$ cat src/rtl/cache_ctrl.sv
// CPU-side controller for a 128-entry direct-mapped, write-through / write-allocate cache.
// Misses and writes go to backing memory through a req/ack handshake that times out after MAX_WAIT cycles.
module cache_ctrl #(
  parameter int MAX_WAIT = 15
) (
  input  logic        clk_1,
  input  logic        rst,
  input  logic        cpu_req,
  input  logic        cpu_we,
  input  logic [15:0] cpu_addr,
  input  logic [7:0]  cpu_wdata,
  output logic [7:0]  cpu_rdata,
  output logic        cpu_ready,
  output logic        cpu_err,
  output logic [15:0] cache_addr,
  output logic        cache_w_rd,
  output logic [7:0]  cache_wdata,
  input  logic [7:0]  cache_rdata,
  input  logic        cache_hit,
  output logic        mem_req,
  output logic        mem_we,
  output logic [15:0] mem_addr,
  output logic [7:0]  mem_wdata,
  input  logic [7:0]  mem_rdata,
  input  logic        mem_ack,
  output logic [15:0] hit_cnt,
  output logic [15:0] miss_cnt
);

  localparam int CW = (MAX_WAIT < 2) ? 1 : $clog2(MAX_WAIT + 1);

  typedef enum logic [2:0] {
    IDLE   = 3'd0,
    LOOKUP = 3'd1,
    MEM_RD = 3'd2,
    MEM_WR = 3'd3,
    FILL   = 3'd4,
    DONE   = 3'd5,
    ERR    = 3'd6
  } state_t;

  state_t        state_r, state_s;
  logic [CW-1:0] wait_r, wait_s;
  logic [15:0]   addr_r, hit_r, miss_r;
  logic          we_r, ready_r, err_r, w_rd_r, req_r, mem_we_r;
  logic [7:0]    wdata_r, rdata_r, fill_r;
  logic          hit_inc_s, miss_inc_s, ack_s;

  // Next-state, wait-counter and event decode.
  always_comb begin
    state_s    = state_r;
    wait_s     = wait_r;
    hit_inc_s  = 1'b0;
    miss_inc_s = 1'b0;
    ack_s      = 1'b0;
    case (state_r)
      IDLE: begin
        if (cpu_req) begin
          state_s = cpu_we ? MEM_WR : LOOKUP;
          wait_s  = '0;
        end else begin
          state_s = IDLE;
        end
      end
      LOOKUP: begin
        if (cache_hit) begin
          state_s   = DONE;
          hit_inc_s = 1'b1;
        end else begin
          state_s    = MEM_RD;
          miss_inc_s = 1'b1;
          wait_s     = '0;
        end
      end
      MEM_RD, MEM_WR: begin
        // An ack arriving in the final allowed cycle still counts as success.
        if (mem_ack) begin
          state_s = FILL;
          ack_s   = 1'b1;
        end else if (wait_r == CW'(MAX_WAIT)) begin
          state_s = ERR;
        end else begin
          wait_s = wait_r + CW'(1);
        end
      end
      FILL:    state_s = DONE;
      DONE:    state_s = IDLE;
      ERR:     state_s = IDLE;
      default: state_s = IDLE;
    endcase
  end

  // State, request latch, statistics and registered outputs.
  always_ff @(posedge clk_1 or negedge rst) begin
    if (!rst) begin
      state_r  <= IDLE;
      wait_r   <= '0;
      addr_r   <= 16'h0000;
      we_r     <= 1'b0;
      wdata_r  <= 8'h00;
      rdata_r  <= 8'h00;
      fill_r   <= 8'h00;
      hit_r    <= 16'h0000;
      miss_r   <= 16'h0000;
      ready_r  <= 1'b0;
      err_r    <= 1'b0;
      w_rd_r   <= 1'b0;
      req_r    <= 1'b0;
      mem_we_r <= 1'b0;
    end else begin
      state_r <= state_s;
      wait_r  <= wait_s;
      if (state_r == IDLE && cpu_req) begin
        addr_r  <= cpu_addr;
        we_r    <= cpu_we;
        wdata_r <= cpu_wdata;
      end
      if (hit_inc_s) begin
        rdata_r <= cache_rdata;
        if (hit_r != 16'hFFFF) hit_r <= hit_r + 16'd1;
      end
      if (miss_inc_s && miss_r != 16'hFFFF) miss_r <= miss_r + 16'd1;
      if (ack_s) begin
        fill_r <= we_r ? wdata_r : mem_rdata;
        if (!we_r) rdata_r <= mem_rdata;
      end
      ready_r  <= (state_s == DONE) || (state_s == ERR);
      err_r    <= (state_s == ERR);
      w_rd_r   <= (state_s == FILL);
      req_r    <= (state_s == MEM_RD) || (state_s == MEM_WR);
      mem_we_r <= (state_s == MEM_WR);
    end
  end

  assign cpu_rdata   = rdata_r;
  assign cpu_ready   = ready_r;
  assign cpu_err     = err_r;
  assign cache_addr  = addr_r;
  assign cache_w_rd  = w_rd_r;
  assign cache_wdata = fill_r;
  assign mem_req     = req_r;
  assign mem_we      = mem_we_r;
  assign mem_addr    = addr_r;
  assign mem_wdata   = wdata_r;
  assign hit_cnt     = hit_r;
  assign miss_cnt    = miss_r;

endmodule

$ cat config.mk
export PLATFORM = sky130hd
export DESIGN_NAME = cache_ctrl
export DESIGN_NICKNAME = d
export VERILOG_FILES = /design/src/rtl/cache_ctrl.sv
export SDC_FILE = /design/constraint.sdc
export NUM_CORES = 1
export LEC_CHECK = 0
export BUFFER_PORTS_ARGS = -buffer_cell sky130_fd_sc_hd__buf_4
export CELL_PAD_IN_SITES_DETAIL_PLACEMENT = 1
export CELL_PAD_IN_SITES_GLOBAL_PLACEMENT = 1
export CORE_UTILIZATION = 35
export CTS_CLUSTER_DIAMETER = 100
export DETAILED_ROUTE_END_ITERATION = 10
export PLACE_DENSITY = 0.79
export SLEW_MARGIN = 0
export SYNTH_ARGS = -nofsm -noshare
export SYNTH_HDL_FRONTEND = slang
export SYNTH_SLANG_ARGS = --single-unit
$ cat constraint.sdc
create_clock -name clk_1 -period 2.22 [get_ports clk_1]
set_input_delay 0.111 -clock clk_1 [delete_from_list [all_inputs] [get_ports clk_1]]
set_output_delay 0.111 -clock clk_1 [all_outputs]
set_load 0.01 [all_outputs]
==> flow_metrics.py <==
metrics = {
    "global_route": {
        "grtUsageTotal": 0.189,
        "antenna_found_initial": 0,
        "grt_max_degree": 53,
        "grt_first_pass_wirelength_um": 16900,
        "grt_pass1_vias": 3365,
        "gr-total-overflow": 0,
    },
    "pwr": {
        "power.leakage_nw": 2.77,
        "power.density_nw_per_um2": 1100,
        "ir_worst_vdd_v": 0.000696,
    },
    "worst_setup_path": {
        "crit_family": "simple AND/OR/NAND/NOR gates",
        "cp-start-kind": "flip-flop",
        "worstPathCellList": "ha_1 > and4_1 > nand4_1 > buf_4 > o2111ai_1 > xnor2_1",
        "crit_type": "reg -> reg",
        "path_buf_inv": 1,
        "critPathArrivalTime_ps": 2220,
        "critical_path_required_ps": 2490,
        "cpPeakStageDelay_ps": 410,
        "end_kind": "flip-flop",
        "slowest_stage": "dfrtp_1",
        "crit_fanout": 10,
    },
    "cells_and_area": {
        "drive_gt1_frac": 0.394,
        "multiInputGateArea_um2": 1620,
        "final_cell_mix": "147 x buf_4, 85 x dfrtp_1, 34 x dlygate4sd3_1, 27 x mux2_2, 26 x nand2_1",
        "antenna_cells": 0,
        "fin_util": 0.514,
        "area_growth_pct": 42.0,
        "ff_latch_area_um2": 2130,
        "mostFrequentLayoutCell": "buf_4",
        "fin_nets": 549,
        "fillCellCount": 1162,
    },
    "drt": {
        "avgRoutedWirePerCell_um": 16.1,
        "drtPass1Iterations": 5,
        "drt-initial-drc-count": 94,
        "final_antenna_net_count": 0,
        "routed_wirelength_um": 10400,
        "drc": 0,
        "via_per_inst": 4.97,
        "num_vias": 3206,
    },
    "flow_run": {
        "cap_violations": 0,
    },
    "sta": {
        "fin_crit_sh": 0.878,
        "period_needed_ps": 1950,
        "slew-limit-headroom": 0.623,
        "fin_skew_ps": 11.6,
        "setup_tns_ps": 0,
        "max_clock_freq_mhz": 513,
        "finalSetupViolCount": 0,
        "worst_slew_pin_slew_ps": 560,
        "fin_ws_ps": 270,
        "slew_viol_final": 0,
        "rsz0062_at_grt": "no",
        "hold_viol": 0,
    },
    "die": {
        "start_util": 0.362,
        "placementRows": 38,
        "die_h_um": 108,
        "die-width_um": 108,
        "die-area_um2": 11700,
        "num_io_pins": 139,
        "core_area_um2": 10900,
    },
    "synthesis": {
        "ys_ff_latch": 85,
        "synth-compound-area-share": 0.0712,
        "synth_area_leaders": "dfrtp_1 54%, mux2_2 7.7%, mux2i_1 4.1%",
        "synth_mux_area_frac": 0.124,
        "syn_nets": 383,
        "synth_top_area_cell": "dfrtp_1",
        "synth_edf_count": 0,
        "synthAdderAreaFrac": 0.00953,
        "synth_top_family_by_area": "simple AND/OR/NAND/NOR gates",
        "ys_seq_area_frac": 0.540,
        "synth_simple_gate_area_share": 0.144,
        "synthCells": 334,
        "synth_cell_type_count": 43,
        "synth_ff_type": "dfrtp_1",
        "synth-xor-area-share": 0.0623,
        "synth.top_cell.area_share": 0.540,
        "async_flop_share": 1.00,
        "syn_area_um2": 3940,
        "yosys_warnings": 0,
        "synth.avg_cell_area_um2": 11.8,
    },
    "worst_hold_path": {
        "hp-class": "in -> reg",
    },
    "placement": {
        "hpwl_um": 7240,
        "dp_slack_ps": 299,
        "io_buffers": 138,
        "gp_congestion": 0.803,
    },
    "cts": {
        "htree_levels": 3,
        "cts_inserted_buffers": 9,
        "cts_tree": "built",
        "cts_setup_buffers": 0,
        "clk_pin_slew_ps": 80,
        "cts_root_buffer": "clkbuf_8",
        "cts_sinks": 85,
        "cts_max_path_buffers": 2,
        "insertion_delay_ps": 350,
    },
    "status": {
        "outcome": "completed",
    },
}
==> kinds of logic after synthesis <==
logic type,count (synthesis)
simple gates,97
compound gates,42
buf+inv,34
mux,45
fa+ha+maj,3
flops,85
xor+xnor,28
==> cells in the mapped netlist, types with 6 or more instances <==
master / number
buf_2: 6
buf_4: 16
clkbuf_1: 6
dfrtp_1: 85
inv_1: 6
mux2_2: 27
mux2i_1: 16
nand2_1: 26
nand3_1: 8
nand4_1: 8
nor2_1: 14
nor3_1: 7
o2111ai_1: 7
o21ai_0: 17
xnor2_1: 11
xor2_1: 17
==> routing by layer <==
metal	vias up	share of wire	track usage	routed length, um
met5	-	0	0	0
met4	0	0.016	0.0793	170
met3	11	0.055	0.0428	570
met2	88	0.51	0.331	5320
met1	1602	0.42	0.222	4300
li1	1505	-	-	-
==> cell type report <==
type,instances,share of cell area
clock buffer,12,0.0260
multi-input combinational,215,0.289
timing repair buffer,183,0.265
tap,140,0.0313
clock inverter,4,0.00425
inverter,6,0.00403
sequential,85,0.380
==> report_power, final <==
group / switching (W) / internal, W
registers: 0.000490 / 0.00206
logic: 0.00115 / 0.00144
clock network: 0.000553 / 0.000435
==> per-stage QoR <==
| step | hold slack [ps] | area (um^2) | total power, W | instances |
|---|---|---|---|---|
| floorplan | -185 | 3940 | 0.00391 | 334 |
| finish | 45.2 | 5590 | 0.00613 | 645 |
| detailed placement | 93.8 | 5080 | 0.00512 | 595 |
| global placement | 93.0 | 5080 | 0.00501 | 595 |
| CTS | 29.5 | 5590 | 0.00618 | 645 |
| global route | 55.2 | 5590 | 0.00654 | 645 |
==> worst reg2reg max path, delay by kind of cell (launching register included) <==
| kind | cells | cell delay (ps) |
|---|---|---|
| flip-flops | 1 | 410 |
| XOR/XNOR | 1 | 150 |
| AO/OA/AOI/OAI | 1 | 220 |
| adder cells (fa/ha/maj) | 1 | 200 |
| AND/OR/NAND/NOR | 2 | 590 |
| buffers and inverters | 1 | 290 |
==> worst paths after layout <==
check                                      startpoint                    endpoint  slack, ps  cells past startpoint
min in group asynchronous                         rst    mem_wdata[0]$_DFFE_PN0P_        230                      2
hold / removal                         cache_rdata[2]      cpu_rdata[2]$_DFF_PN0_         50                      3
hold reg to reg            cache_wdata[0]$_DFFE_PN0P_  cache_wdata[0]$_DFFE_PN0P_        500                      2
max in group asynchronous                         rst     hit_cnt[11]$_DFFE_PN0P_       1350                      3
setup reg to reg               hit_cnt[0]$_DFFE_PN0P_     hit_cnt[11]$_DFFE_PN0P_        270                      6
setup / recovery               hit_cnt[0]$_DFFE_PN0P_     hit_cnt[11]$_DFFE_PN0P_        270                      6
==> what timing repair did <==
action	in CTS	in global routing
hold buffers	34	0
endpoints found under the setup margin	0	0
hold endpoints to repair	66	0
resized for setup	0	0
==> state kept, by name, summed over array words and instances (netlist names) <==
register / cells
miss_cnt: 16
cache_addr: 16
cpu_err: 1
cache_wdata: 8
mem_req: 1
mem_wdata: 8
state_r: 3
cache_w_rd: 1
cpu_rdata: 8
we_r: 1
cpu_ready: 1
wait_r: 4
hit_cnt: 16
mem_we: 1
No activity file was read; power rests on OpenSTA's default activity.
